File: src/rtl/ranger_pkg.sv
// Shared types and elaboration helpers for the ultrasonic ranger.
package ranger_pkg;

    typedef enum logic [2:0] {
        IDLE,
        TRIG,
        WAIT_ECHO,
        MEASURE,
        HOLDOFF
    } ranger_state_t;

    // Largest distance representable in a width-bit unsigned field.
    function automatic int unsigned dist_max(input int unsigned width);
        return (32'd1 << width) - 32'd1;
    endfunction

    // The period must cover the trigger pulse plus a worst-case echo wait and
    // a worst-case echo, with a few cycles of slack for the pipeline.
    function automatic bit period_is_valid(input longint period_cycles,
                                           input longint trig_cycles,
                                           input longint timeout_cycles);
        return period_cycles > (trig_cycles + 2 * timeout_cycles + 8);
    endfunction

endpackage

File: src/rtl/echo_sync.sv
// Brings the raw sensor echo into the clk domain and derives edge strobes.
module echo_sync (
    input  logic clk,
    input  logic reset,
    input  logic echo,
    output logic echo_s,
    output logic rise,
    output logic fall
);

    logic echo_meta;
    logic echo_d;

    // Two-flop synchroniser followed by one delay flop for edge detection.
    always_ff @(posedge clk or posedge reset) begin
        if (reset) begin
            echo_meta <= 1'b0;
            echo_s    <= 1'b0;
            echo_d    <= 1'b0;
        end else begin
            echo_meta <= echo;
            echo_s    <= echo_meta;
            echo_d    <= echo_s;
        end
    end

    assign rise = echo_s & ~echo_d;
    assign fall = ~echo_s & echo_d;

endmodule

File: src/rtl/ultrasonic_ranger.sv
// HC-SR04 front-end: periodic trigger, echo width measurement, cm conversion.
module ultrasonic_ranger
    import ranger_pkg::*;
#(
    parameter int PV_WIDTH            = 9,
    parameter int TRIG_CYCLES         = 1000,
    parameter int CYCLES_PER_CM       = 5800,
    parameter int ECHO_TIMEOUT_CYCLES = 2_500_000,
    parameter int PERIOD_CYCLES       = 6_000_000
) (
    input  logic                clk,
    input  logic                reset,
    input  logic                en,
    input  logic                echo,
    output logic                trig,
    output logic [PV_WIDTH-1:0] distance,
    output logic                distance_valid,
    output logic                timeout
);

    localparam int SUB_W = (CYCLES_PER_CM > 1) ? $clog2(CYCLES_PER_CM) : 1;
    localparam int TMO_W = (ECHO_TIMEOUT_CYCLES > 1) ? $clog2(ECHO_TIMEOUT_CYCLES) : 1;
    localparam int PER_W = (PERIOD_CYCLES > 1) ? $clog2(PERIOD_CYCLES) : 1;

    localparam logic [PV_WIDTH-1:0] DIST_MAX  = PV_WIDTH'(dist_max(PV_WIDTH));
    localparam logic [SUB_W-1:0]    SUB_LAST  = SUB_W'(CYCLES_PER_CM - 1);
    localparam logic [TMO_W-1:0]    TMO_LAST  = TMO_W'(ECHO_TIMEOUT_CYCLES - 1);
    localparam logic [PER_W-1:0]    TRIG_LAST = PER_W'(TRIG_CYCLES - 1);
    localparam logic [PER_W-1:0]    PER_LAST  = PER_W'(PERIOD_CYCLES - 1);

    if (!period_is_valid(PERIOD_CYCLES, TRIG_CYCLES, ECHO_TIMEOUT_CYCLES)) begin : g_bad_period
        $error("ultrasonic_ranger: PERIOD_CYCLES too short for trigger plus two echo timeouts");
    end

    ranger_state_t       state;
    logic                echo_s;
    logic                rise;
    logic                fall;
    logic                count_en;
    logic [TMO_W-1:0]    tmo_cnt;
    logic [SUB_W-1:0]    sub_cnt;
    logic [PV_WIDTH-1:0] cm_count;
    logic [PER_W-1:0]    period_cnt;

    echo_sync u_echo_sync (
        .clk    (clk),
        .reset  (reset),
        .echo   (echo),
        .echo_s (echo_s),
        .rise   (rise),
        .fall   (fall)
    );

    // The rise cycle is itself the first echo-high cycle, so it is counted too;
    // this makes the total equal the synchronised echo-high width.
    assign count_en = ((state == WAIT_ECHO) && rise) || ((state == MEASURE) && echo_s);

    // Ranging FSM with its counters and registered outputs.
    always_ff @(posedge clk or posedge reset) begin
        if (reset) begin
            state          <= IDLE;
            trig           <= 1'b0;
            distance       <= '0;
            distance_valid <= 1'b0;
            timeout        <= 1'b0;
            tmo_cnt        <= '0;
            sub_cnt        <= '0;
            cm_count       <= '0;
            period_cnt     <= '0;
        end else begin
            distance_valid <= 1'b0;

            if (count_en) begin
                if (sub_cnt == SUB_LAST) begin
                    sub_cnt <= '0;
                    if (cm_count != DIST_MAX) begin
                        cm_count <= cm_count + 1'b1;
                    end
                end else begin
                    sub_cnt <= sub_cnt + 1'b1;
                end
            end

            if (state != IDLE) begin
                period_cnt <= period_cnt + 1'b1;
            end

            if (state == IDLE) begin
                period_cnt <= '0;
                tmo_cnt    <= '0;
                sub_cnt    <= '0;
                cm_count   <= '0;
            end

            if (!en) begin
                state <= IDLE;
                trig  <= 1'b0;
            end else begin
                case (state)
                    IDLE: begin
                        state <= TRIG;
                        trig  <= 1'b1;
                    end
                    TRIG: begin
                        tmo_cnt  <= '0;
                        sub_cnt  <= '0;
                        cm_count <= '0;
                        if (period_cnt == TRIG_LAST) begin
                            state <= WAIT_ECHO;
                            trig  <= 1'b0;
                        end
                    end
                    WAIT_ECHO: begin
                        if (rise) begin
                            state   <= MEASURE;
                            tmo_cnt <= '0;
                        end else if (tmo_cnt == TMO_LAST) begin
                            distance       <= DIST_MAX;
                            timeout        <= 1'b1;
                            distance_valid <= 1'b1;
                            state          <= HOLDOFF;
                        end else begin
                            tmo_cnt <= tmo_cnt + 1'b1;
                        end
                    end
                    MEASURE: begin
                        if (fall) begin
                            distance       <= cm_count;
                            timeout        <= 1'b0;
                            distance_valid <= 1'b1;
                            state          <= HOLDOFF;
                        end else if (tmo_cnt == TMO_LAST) begin
                            distance       <= DIST_MAX;
                            timeout        <= 1'b1;
                            distance_valid <= 1'b1;
                            state          <= HOLDOFF;
                        end else begin
                            tmo_cnt <= tmo_cnt + 1'b1;
                        end
                    end
                    HOLDOFF: begin
                        if (period_cnt == PER_LAST) begin
                            state      <= TRIG;
                            trig       <= 1'b1;
                            period_cnt <= '0;
                        end
                    end
                    default: begin
                        state <= IDLE;
                        trig  <= 1'b0;
                    end
                endcase
            end
        end
    end

endmodule
File: config.mk
export PLATFORM = sky130hd
export DESIGN_NAME = ultrasonic_ranger
export DESIGN_NICKNAME = d
export VERILOG_FILES = /design/src/rtl/ranger_pkg.sv /design/src/rtl/echo_sync.sv /design/src/rtl/ultrasonic_ranger.sv
export SDC_FILE = /design/constraint.sdc
export NUM_CORES = 1
export LEC_CHECK = 0
export CAP_MARGIN = 30
export CORE_ASPECT_RATIO = 0.5
export CORE_UTILIZATION = 55
export DETAILED_ROUTE_END_ITERATION = 12
export PLACE_DENSITY = 0.73
export SYNTH_ARGS = -nofsm -noshare
export SYNTH_HDL_FRONTEND = slang
export SYNTH_SLANG_ARGS = --single-unit
File: constraint.sdc
create_clock -name clk -period 3.48 [get_ports clk]
set_clock_uncertainty 0.15 [all_clocks]
set_input_delay 0.696 -clock clk [delete_from_list [all_inputs] [get_ports clk]]
set_output_delay 0.696 -clock clk [all_outputs]
set_load 0.01 [all_outputs]
==> results of run 1 <==
[final timing paths]
| kind | to | slack, ns | startpoint | cells after the start |
|---|---|---|---|---|
| worst max-delay path | distance[4]$_DFFE_PP0P_ | 0.83 | tmo_cnt[0]$_DFF_PP0_ | 7 |
| worst min-delay path | u_echo_sync.echo_s$_DFF_PP0_ | 0.21 | u_echo_sync.echo_meta$_DFF_PP0_ | 0 |
| worst max register to register | distance[4]$_DFFE_PP0P_ | 0.83 | tmo_cnt[0]$_DFF_PP0_ | 7 |
| worst min register to register | u_echo_sync.echo_s$_DFF_PP0_ | 0.21 | u_echo_sync.echo_meta$_DFF_PP0_ | 0 |
| max in group asynchronous | tmo_cnt[0]$_DFF_PP0_ | 2.23 | reset | 3 |
| min in group asynchronous | trig$_DFFE_PP0P_ | 0.61 | reset | 3 |
[state kept, by name (all words and copies together), names as in the netlist, 3 cells and up]
name / count
cm_count: 9
distance: 9
period_cnt: 23
state: 3
sub_cnt: 13
tmo_cnt: 22
[kinds of logic after synthesis]
group	share of synthesized area [%]
AOI/OAI and AO/OA	12.34
xor gates and xnor gates	6.553
adders and majority gates	1.135
and+or+nand+nor	28.82
muxes	0.4539
buffers and inverters	2.468
DFF	48.23
[cells in the final DEF, fill, tap and decap left out, drive strengths merged, types with 4 or more instances in the layout]
master	instances
ha	4
nor4b	4
inv	9
o31ai	4
a21oi	16
nor4	10
and2	5
nand4	20
nand2b	10
nor3	13
clkbuf	12
or3	4
clkdlybuf4s50	15
nand3	31
o21ai	20
nand2	47
nor2	71
xnor2	16
and4	4
dfrtp	85
a31oi	6
xor2	17
and3	13
or4	6
o22a	9
buf	6
[power by group through the flow]
stage	sequential, mW	clock (mW)	combinational (mW)
2_1_floorplan	1.15	0	0.400
3_3_place_gp	1.16	0	0.588
3_5_place_dp	1.16	0	0.593
4_1_cts	1.14	0.998	0.595
5_1_grt	1.15	1.05	0.665
6_report	1.14	0.988	0.597
[routing by layer]
metal	vias up	GRT usage, %
met3	23	6.270
met1	1710	33.67
met4	0	9.853
met2	111	37.30
met5	-	0
li1	1759	-
[final cells by class]
class | count | area share, %
Inverter | 10 | 0.7767
Clock inverter | 3 | 0.8770
Multi-Input combinational cell | 367 | 43.55
Clock buffer | 12 | 5.337
Sequential cell | 85 | 42.60
Timing Repair Buffer | 21 | 4.159
Tap cell | 108 | 2.706
==> reports/qor.csv, run 1 <==
metric,value,unit
status,finished clean,
final slew viol count,0,
cell internal pwr,1.911,mW
clock sink count,85,
detailed placer's ending HPWL,6.331,mm
detailed-route DRC error count,0,
Post-Synthesis Cells,476,
unrepaired setup endpoints after global routing,false,
relative slew slack,56.61,%
Final setup viols,0,
Seq pwr share,41.8,%
HP Class,register to register,
Combinational Power Share,21.9,%
switch share,29.85,%
drt first-iter violations,269,
CTS resizes,0,
hold buffer count at cts,0,
first-pass GRT wire length,15.82,mm
Placed Cells incl. Taps,591,
worst vdd ir,0.3154,mV
vias per inst,5.946,
Worst Max-Slew Pin Slew,0.6449,ns
max-cap violation count,0,
setup tns final,0,ns
area share of the largest cell type after synthesis,48.23,%
multi-input logic area,2175,um^2
area grow syn2layout,13.22,%
Synth warnings,0,
CTS tree,built,
post-route cell area,4994,um^2
Startpoint Class,register,
pre-CTS setup slack,0.7478,ns
metal2 WL,4.014,mm
Clock transition at path regs,0.06,ns
Tcrit/Tclk final,76.24,%
Syn Area/Cell,9.266,um^2
Starting Density,58.48,%
DR top layer,met4,
post-synthesis async set-or-reset flop share,100.0,%
final worst setup slack,0.8268,ns
gr ovfl total,0,
"top cells by count, synth","85 x dfrtp_1, 71 x nor2_1, 47 x nand2_1, 31 x nand3_1",
Clock Latency Late Sink,0.34,ns
"area leader, netlist",dfrtp_1,
I/O pins,16,
flip-flop and latch area,2127,um^2
diode count,0,
Pwr Density,545.6,nW/um^2
cell with the most instances after synthesis,dfrtp_1,
final core utilization,66.21,%
Die Area,8403,um^2
wl on met1,4.552,mm
Root Buffer Master,clkbuf_16,
CTS Buf Count,9,
Clk network pwr share,36.3,%
fmax,0.3769,GHz
GPL Wtd Cong,0.9533,
Crit path max-delay family,simple AND/OR/NAND/NOR gates,
"critical path, cell by cell",ha_1 -> nand4_1 -> nor4b_1 -> nand3_1 -> a21oi_1 -> buf_4 -> o22a_1,
Routed Antenna Nets,0,
cell area after synthesis,4410,um^2
synth top area cells,"dfrtp_1 48%, nor2_1 6.0%, nand2_1 4.0%",
total power,2.725,mW
Crit Path Class,register to register,
# H-tree levels,3,
Post-Route WL,9.347,mm
Critical Path End Type,register,
Seq cells post-synth,85,
post-CTS setup buffers,0,
Syn Nets,484,
fillers,618,
Leak,2.130,nW
count of cell types in the netlist,57,
largest net degree at the start of global routing,86,
DP Area,4683,um^2
vias in the first global route,3322,
Final Critical Period,2.653,ns
Post-synth top flop,dfrtp_1,
num rows,22,
Total GRT Usage,24.51,%
layout cells sized above 1,6.225,%
routed length per placed instance,15.42,um
"Largest stage delay, worst path",0.43,ns
Post-Layout Cell Count,606,
WL met3,593,um
initial antenna violation count,0,
Final nets,502,
Max Fanout on Critical Path,10,
Final Hold Slack,0.2144,ns
P_sw,813.1,uW
die height,65.32,um
CTS Buffer Depth,2,
Die Wd,128.6,um
final hold vios,0,
Port-buffer cells,15,
Post-synth EDFFs,0,
CORE AREA,7542,um^2
slowest CP cell,nor4b_1,
Worst EP required,3.61,ns
WP buf/inv,1,
CP arrival,2.78,ns
Pre-Repair DR Iteration Count,5,
sequential area share after synthesis,48.23,%
via count,3603,
Note: power is estimated with default switching activity, not from simulation.
==> run 2: changes to the inputs <==
- PLACE_DENSITY: 0.73 -> 0.76
- clock period: 3.48 -> 2.14 ns (I/O delays scaled with it)
==> reports/qor.csv, run 2 (synthesis gave the netlist of run 1 again) <==
metric,value,unit,change
vias in the first global route,3784,,+14%
detailed placer's ending HPWL,7.530,mm,+19%
Pwr Density,826.9,nW/um^2,+52%
Total GRT Usage,28.30,%,+3.8 points
Worst EP required,2.22,ns,-1.39 ns
pre-CTS setup slack,-0.1006,ns,-0.8484 ns
Tcrit/Tclk final,104.9,%,+29 points
Final setup viols,7,,+7
Startpoint Class,register,,
CTS Buf Count,9,,unchanged
final slew viol count,0,,unchanged
max FFs per register,23,,unchanged
initial antenna violation count,0,,unchanged
GPL Wtd Cong,0.9462,,-0.74%
layout cells sized above 1,21.75,%,+16 points
unrepaired setup endpoints after global routing,true,,
max-cap violation count,0,,unchanged
Port-buffer cells,15,,unchanged
Starting Density,58.48,%,unchanged
Die Wd,128.6,um,unchanged
final worst setup slack,-0.1053,ns,-0.9321 ns
flip-flop and latch area,2127,um^2,unchanged
multi-input logic area,2344,um^2,+7.8%
Max Fanout on Critical Path,5,,-5
HP Class,register to register,,
drt first-iter violations,381,,+42%
Die Area,8403,um^2,unchanged
clock sink count,85,,unchanged
setup tns final,-0.4102,ns,-0.4102 ns
Final nets,564,,+12%
Pre-Repair DR Iteration Count,5,,unchanged
final hold vios,0,,unchanged
num rows,22,,unchanged
largest net degree at the start of global routing,29,,-66%
"most common cell after layout, fill and taps aside",dfrtp_1,,
fillers,525,,-15%
# H-tree levels,3,,unchanged
CORE AREA,7542,um^2,unchanged
CTS Buffer Depth,2,,unchanged
detailed-route DRC error count,0,,unchanged
worst vdd ir,0.4896,mV,+55%
status,"finished, violations left",,
Placed Cells incl. Taps,645,,+9.1%
Reg2Reg Setup Slack,-0.11,ns,-0.93 ns
gr ovfl total,0,,unchanged
Post-Route WL,11.04,mm,+18%
die height,65.32,um,unchanged
via count,4017,,+11%
area grow syn2layout,27.89,%,
Largest Register,period_cnt,,
routed length per placed instance,16.50,um,+7.0%
Root Buffer Master,clkbuf_16,,
Critical Path End Type,register,,
final core utilization,74.78,%,+8.6 points
I/O pins,16,,unchanged
Clock Latency Late Sink,0.34,ns,about the same
Crit Path Class,register to register,,
CTS tree,built,,
"commonest non-fill, non-tap cells in the layout","85 x dfrtp_1, 67 x nor2_1, 62 x buf_4",,
diode count,0,,unchanged
vias per inst,6.004,,+0.99%
relative slew slack,67.08,%,+10 points
Top Registers,"period_cnt (23), tmo_cnt (22), sub_cnt (13)",,
Worst Max-Slew Pin Slew,0.4900,ns,-0.1549 ns
Routed Antenna Nets,0,,unchanged
fmax,0.4454,GHz,+18%
CP arrival,2.33,ns,-0.45 ns
first-pass GRT wire length,18.06,mm,+14%
failing checks,negative setup slack,,
Final Critical Period,2.245,ns,-0.4079 ns
total power,4.664,mW,+71%
Leak,2.489,nW,+17%
Post-Layout Cell Count,669,,+10%
Clock transition at path regs,0.06,ns,about the same
run 2: cell count changes in the layout (fill, tap and decap cells not counted), moves of 4 or more:
cell / change
buf_4: +57
a21oi_1: -5
nor2_1: -4
buf_6: +4
run 2: repair_timing:
| item | in CTS | in global routing |
|---|---|---|
| hold buffers | 0 | 0 |
| buffers inserted | 2 | 8 |
| setup endpoints to repair | 21 | 37 |
| hold endpoints to repair | 0 | 0 |
| resized for setup | 5 | 32 |
| pin swaps | 6 | 23 |
run 2: per-stage QoR:
step,hold slack (ns),area (um^2)
after global routing,0.2221,5640
after CTS,0.2061,5451
after global placement,0.1861,5122
after detailed placement,0.1904,5122
final,0.2068,5640
after floorplan,0.1812,4433
run 2: area by class of cell:
cell class / count / share of cell area [%]
Multi-Input combinational cell: 367 / 41.55
Inverter: 10 / 0.7320
Tap cell: 108 / 2.396
Sequential cell: 85 / 37.71
Clock inverter: 6 / 1.131
Timing Repair Buffer: 83 / 12.42
Clock buffer: 10 / 4.059
run 2: worst max-delay path, cell delays in order (launching register included):
cell and delay, ns:
dfrtp_1 0.39, nor4b_2 0.29, nand3b_1 0.12, or4_4 0.58, and2b_2 0.32, a21oi_2 0.08
a31o_2 0.21
run 2: worst paths after layout:
kind	to	depth (start not counted)	startpoint
max	cm_count[3]$_DFF_PP0_	6	sub_cnt[3]$_DFF_PP0_
min	u_echo_sync.echo_s$_DFF_PP0_	0	u_echo_sync.echo_meta$_DFF_PP0_
max reg2reg	cm_count[3]$_DFF_PP0_	6	sub_cnt[3]$_DFF_PP0_
min reg2reg	u_echo_sync.echo_s$_DFF_PP0_	0	u_echo_sync.echo_meta$_DFF_PP0_
max in group asynchronous	tmo_cnt[14]$_DFF_PP0_	3	reset
min in group asynchronous	period_cnt[7]$_DFF_PP0_	2	reset
run 2: metal layers:
| layer | vias up | track usage, % | wire length [um] |
|---|---|---|---|
| met3 | 36 | 7.329 | 745 |
| li1 | 1882 | - | - |
| met2 | 156 | 46.49 | 5161 |
| met4 | 0 | 7.941 | 237 |
| met1 | 1943 | 37.37 | 4896 |
| met5 | - | 0 | 0 |
run 2: power breakdown:
part	leakage (nW)	switching (mW)	internal [mW]
registers	1.17	0.0962	1.73
logic	1.18	0.726	0.568
clock network	0.138	0.643	0.902
==> run 3: changes to the inputs <==
- CORE_MARGIN: not set -> 2
==> reports/qor.csv, run 3 (synthesis gave the netlist of run 1 again) <==
metric,value,unit,change
Pre-Repair DR Iteration Count,5,,unchanged
I/O pins,16,,unchanged
Startpoint Class,register,,
Clk network pwr share,31.9,%,-1.2 points
"Largest stage delay, worst path",0.53,ns,-0.05 ns
DP Area,5137,um^2,+0.29%
Final Critical Period,2.273,ns,+0.02757 ns
relative slew slack,64.23,%,-2.9 points
post-route cell area,5639,um^2,about the same
max FFs per register,23,,unchanged
Die Wd,130.6,um,+1.6%
pre-CTS setup slack,-0.09578,ns,+0.004827 ns
P_sw,1.470,mW,+0.31%
Max Fanout on Critical Path,4,,-1
detailed placer's ending HPWL,7.205,mm,-4.3%
unrepaired setup endpoints after global routing,true,,
vias in the first global route,3639,,-3.8%
first-pass GRT wire length,17.26,mm,-4.4%
Post-Layout Cell Count,676,,+1.0%
Clock transition at path regs,0.06,ns,about the same
Placed Cells incl. Taps,652,,+1.1%
cell internal pwr,3.081,mW,-3.7%
Largest Register,period_cnt,,
final hold vios,0,,unchanged
gr ovfl total,0,,unchanged
Final Hold Slack,0.2272,ns,+0.02041 ns
Final setup viols,9,,+2
Leak,2.483,nW,-0.25%
detailed-route DRC error count,0,,unchanged
Critical Path End Type,register,,
diode count,0,,unchanged
Port-buffer cells,15,,unchanged
"most common cell after layout, fill and taps aside",dfrtp_1,,
Tcrit/Tclk final,106.2,%,+1.3 points
status,"finished, violations left",,
Combinational Power Share,28.0,%,+0.3 points
Post-Route WL,10.63,mm,-3.7%
via count,3985,,-0.80%
Crit Path Class,register to register,,
initial antenna violation count,0,,unchanged
most used cell along the critical path,or4_4,,
"commonest non-fill, non-tap cells in the layout","84 x dfrtp_1, 66 x nor2_1, 66 x buf_4",,
Starting Density,55.93,%,-2.5 points
largest net degree at the start of global routing,86,,+200%
routed length per placed instance,15.73,um,-4.7%
clock sink count,85,,unchanged
# H-tree levels,3,,unchanged
final slew viol count,0,,unchanged
CP arrival,2.41,ns,+0.08 ns
slowest CP cell,or4_4,,
Die Area,8795,um^2,+4.7%
CTS Buffer Depth,2,,unchanged
Clock Latency Late Sink,0.35,ns,about the same
Worst Max-Slew Pin Slew,0.5325,ns,+0.04256 ns
fmax,0.4400,GHz,-1.2%
CTS tree,built,,
fillers,603,,+15%
Top Registers,"period_cnt (23), tmo_cnt (22), sub_cnt (13)",,
CORE AREA,7885,um^2,+4.5%
drt first-iter violations,346,,-9.2%
"critical path, cell by cell",ha_4 -> and2_4 -> nand4_4 -> or4_4 -> nand2b_4 -> or4_4 -> nand2_2,,
final core utilization,71.52,%,-3.3 points
setup tns final,-0.7416,ns,-0.3314 ns
Seq pwr share,40.1,%,+1.0 points
num rows,23,,+4.5%
Root Buffer Master,clkbuf_16,,
Pwr Density,807.0,nW/um^2,-2.4%
Worst EP required,2.28,ns,+0.06 ns
Final nets,567,,+0.53%
switch share,32.31,%,+0.88 points
worst vdd ir,0.5227,mV,+6.8%
Total GRT Usage,25.37,%,-2.9 points
failing checks,negative setup slack,,
die height,67.32,um,+3.1%
HP Class,register to register,,
layout cells sized above 1,22.34,%,+0.59 points
final worst setup slack,-0.1329,ns,-0.02757 ns
total power,4.551,mW,-2.4%
GPL Wtd Cong,0.9792,,+3.5%
max-cap violation count,0,,unchanged
CTS Buf Count,9,,unchanged
Routed Antenna Nets,0,,unchanged
area grow syn2layout,27.86,%,about the same
vias per inst,5.895,,-1.8%
run 3: final timing paths:
kind / cells after the start / end / start / slack (ns)
setup reg to reg: 7 / cm_count[4]$_DFF_PP0_ / sub_cnt[1]$_DFF_PP0_ / -0.13
min in group asynchronous: 3 / u_echo_sync.echo_s$_DFF_PP0_ / reset / 0.40
setup / recovery: 7 / cm_count[4]$_DFF_PP0_ / sub_cnt[1]$_DFF_PP0_ / -0.13
hold / removal: 0 / u_echo_sync.echo_s$_DFF_PP0_ / u_echo_sync.echo_meta$_DFF_PP0_ / 0.23
max in group asynchronous: 3 / tmo_cnt[5]$_DFF_PP0_ / reset / 1.07
hold reg to reg: 0 / u_echo_sync.echo_s$_DFF_PP0_ / u_echo_sync.echo_meta$_DFF_PP0_ / 0.23
run 3: repair_timing:
action | in CTS | in global routing
gates resized for setup | 5 | 39
gates cloned | 0 | 1
buffers inserted | 1 | 7
setup endpoints to repair | 16 | 39
pin swaps | 5 | 25
hold buffers | 0 | 0
run 3: power groups by stage:
stage | logic [mW] | clock network, mW | registers (mW)
after CTS | 1.21 | 1.47 | 1.82
after global placement | 1.18 | 0 | 1.84
after global routing | 1.39 | 1.54 | 1.84
final | 1.27 | 1.45 | 1.82
after floorplan | 0.651 | 0 | 1.86
after detailed placement | 1.20 | 0 | 1.85
run 3: final cells by class:
| class | count | area [um^2] | area share, % |
|---|---|---|---|
| multi-input combinational | 367 | 2345 | 41.58 |
| sequential | 85 | 2128 | 37.74 |
| timing repair buffer | 86 | 710.7 | 12.60 |
| clock buffer | 9 | 225.2 | 3.994 |
| tap | 112 | 140.1 | 2.485 |
| clock inverter | 7 | 48.80 | 0.8653 |
| inverter | 10 | 41.29 | 0.7322 |
run 3: critical path, delay by kind of cell, from the launching register on:
family | cells | cell delay (ns)
flops | 1 | 0.43
fa+ha+maj | 1 | 0.17
simple gates | 6 | 1.46
run 3: layer usage:
metal | vias up | routed length, um | track usage, %
li1 | 1890 | - | -
met1 | 1944 | 4951 | 34.90
met2 | 124 | 4900 | 39.78
met3 | 27 | 599 | 7.211
met4 | 0 | 180 | 7.314
met5 | - | 0 | 0
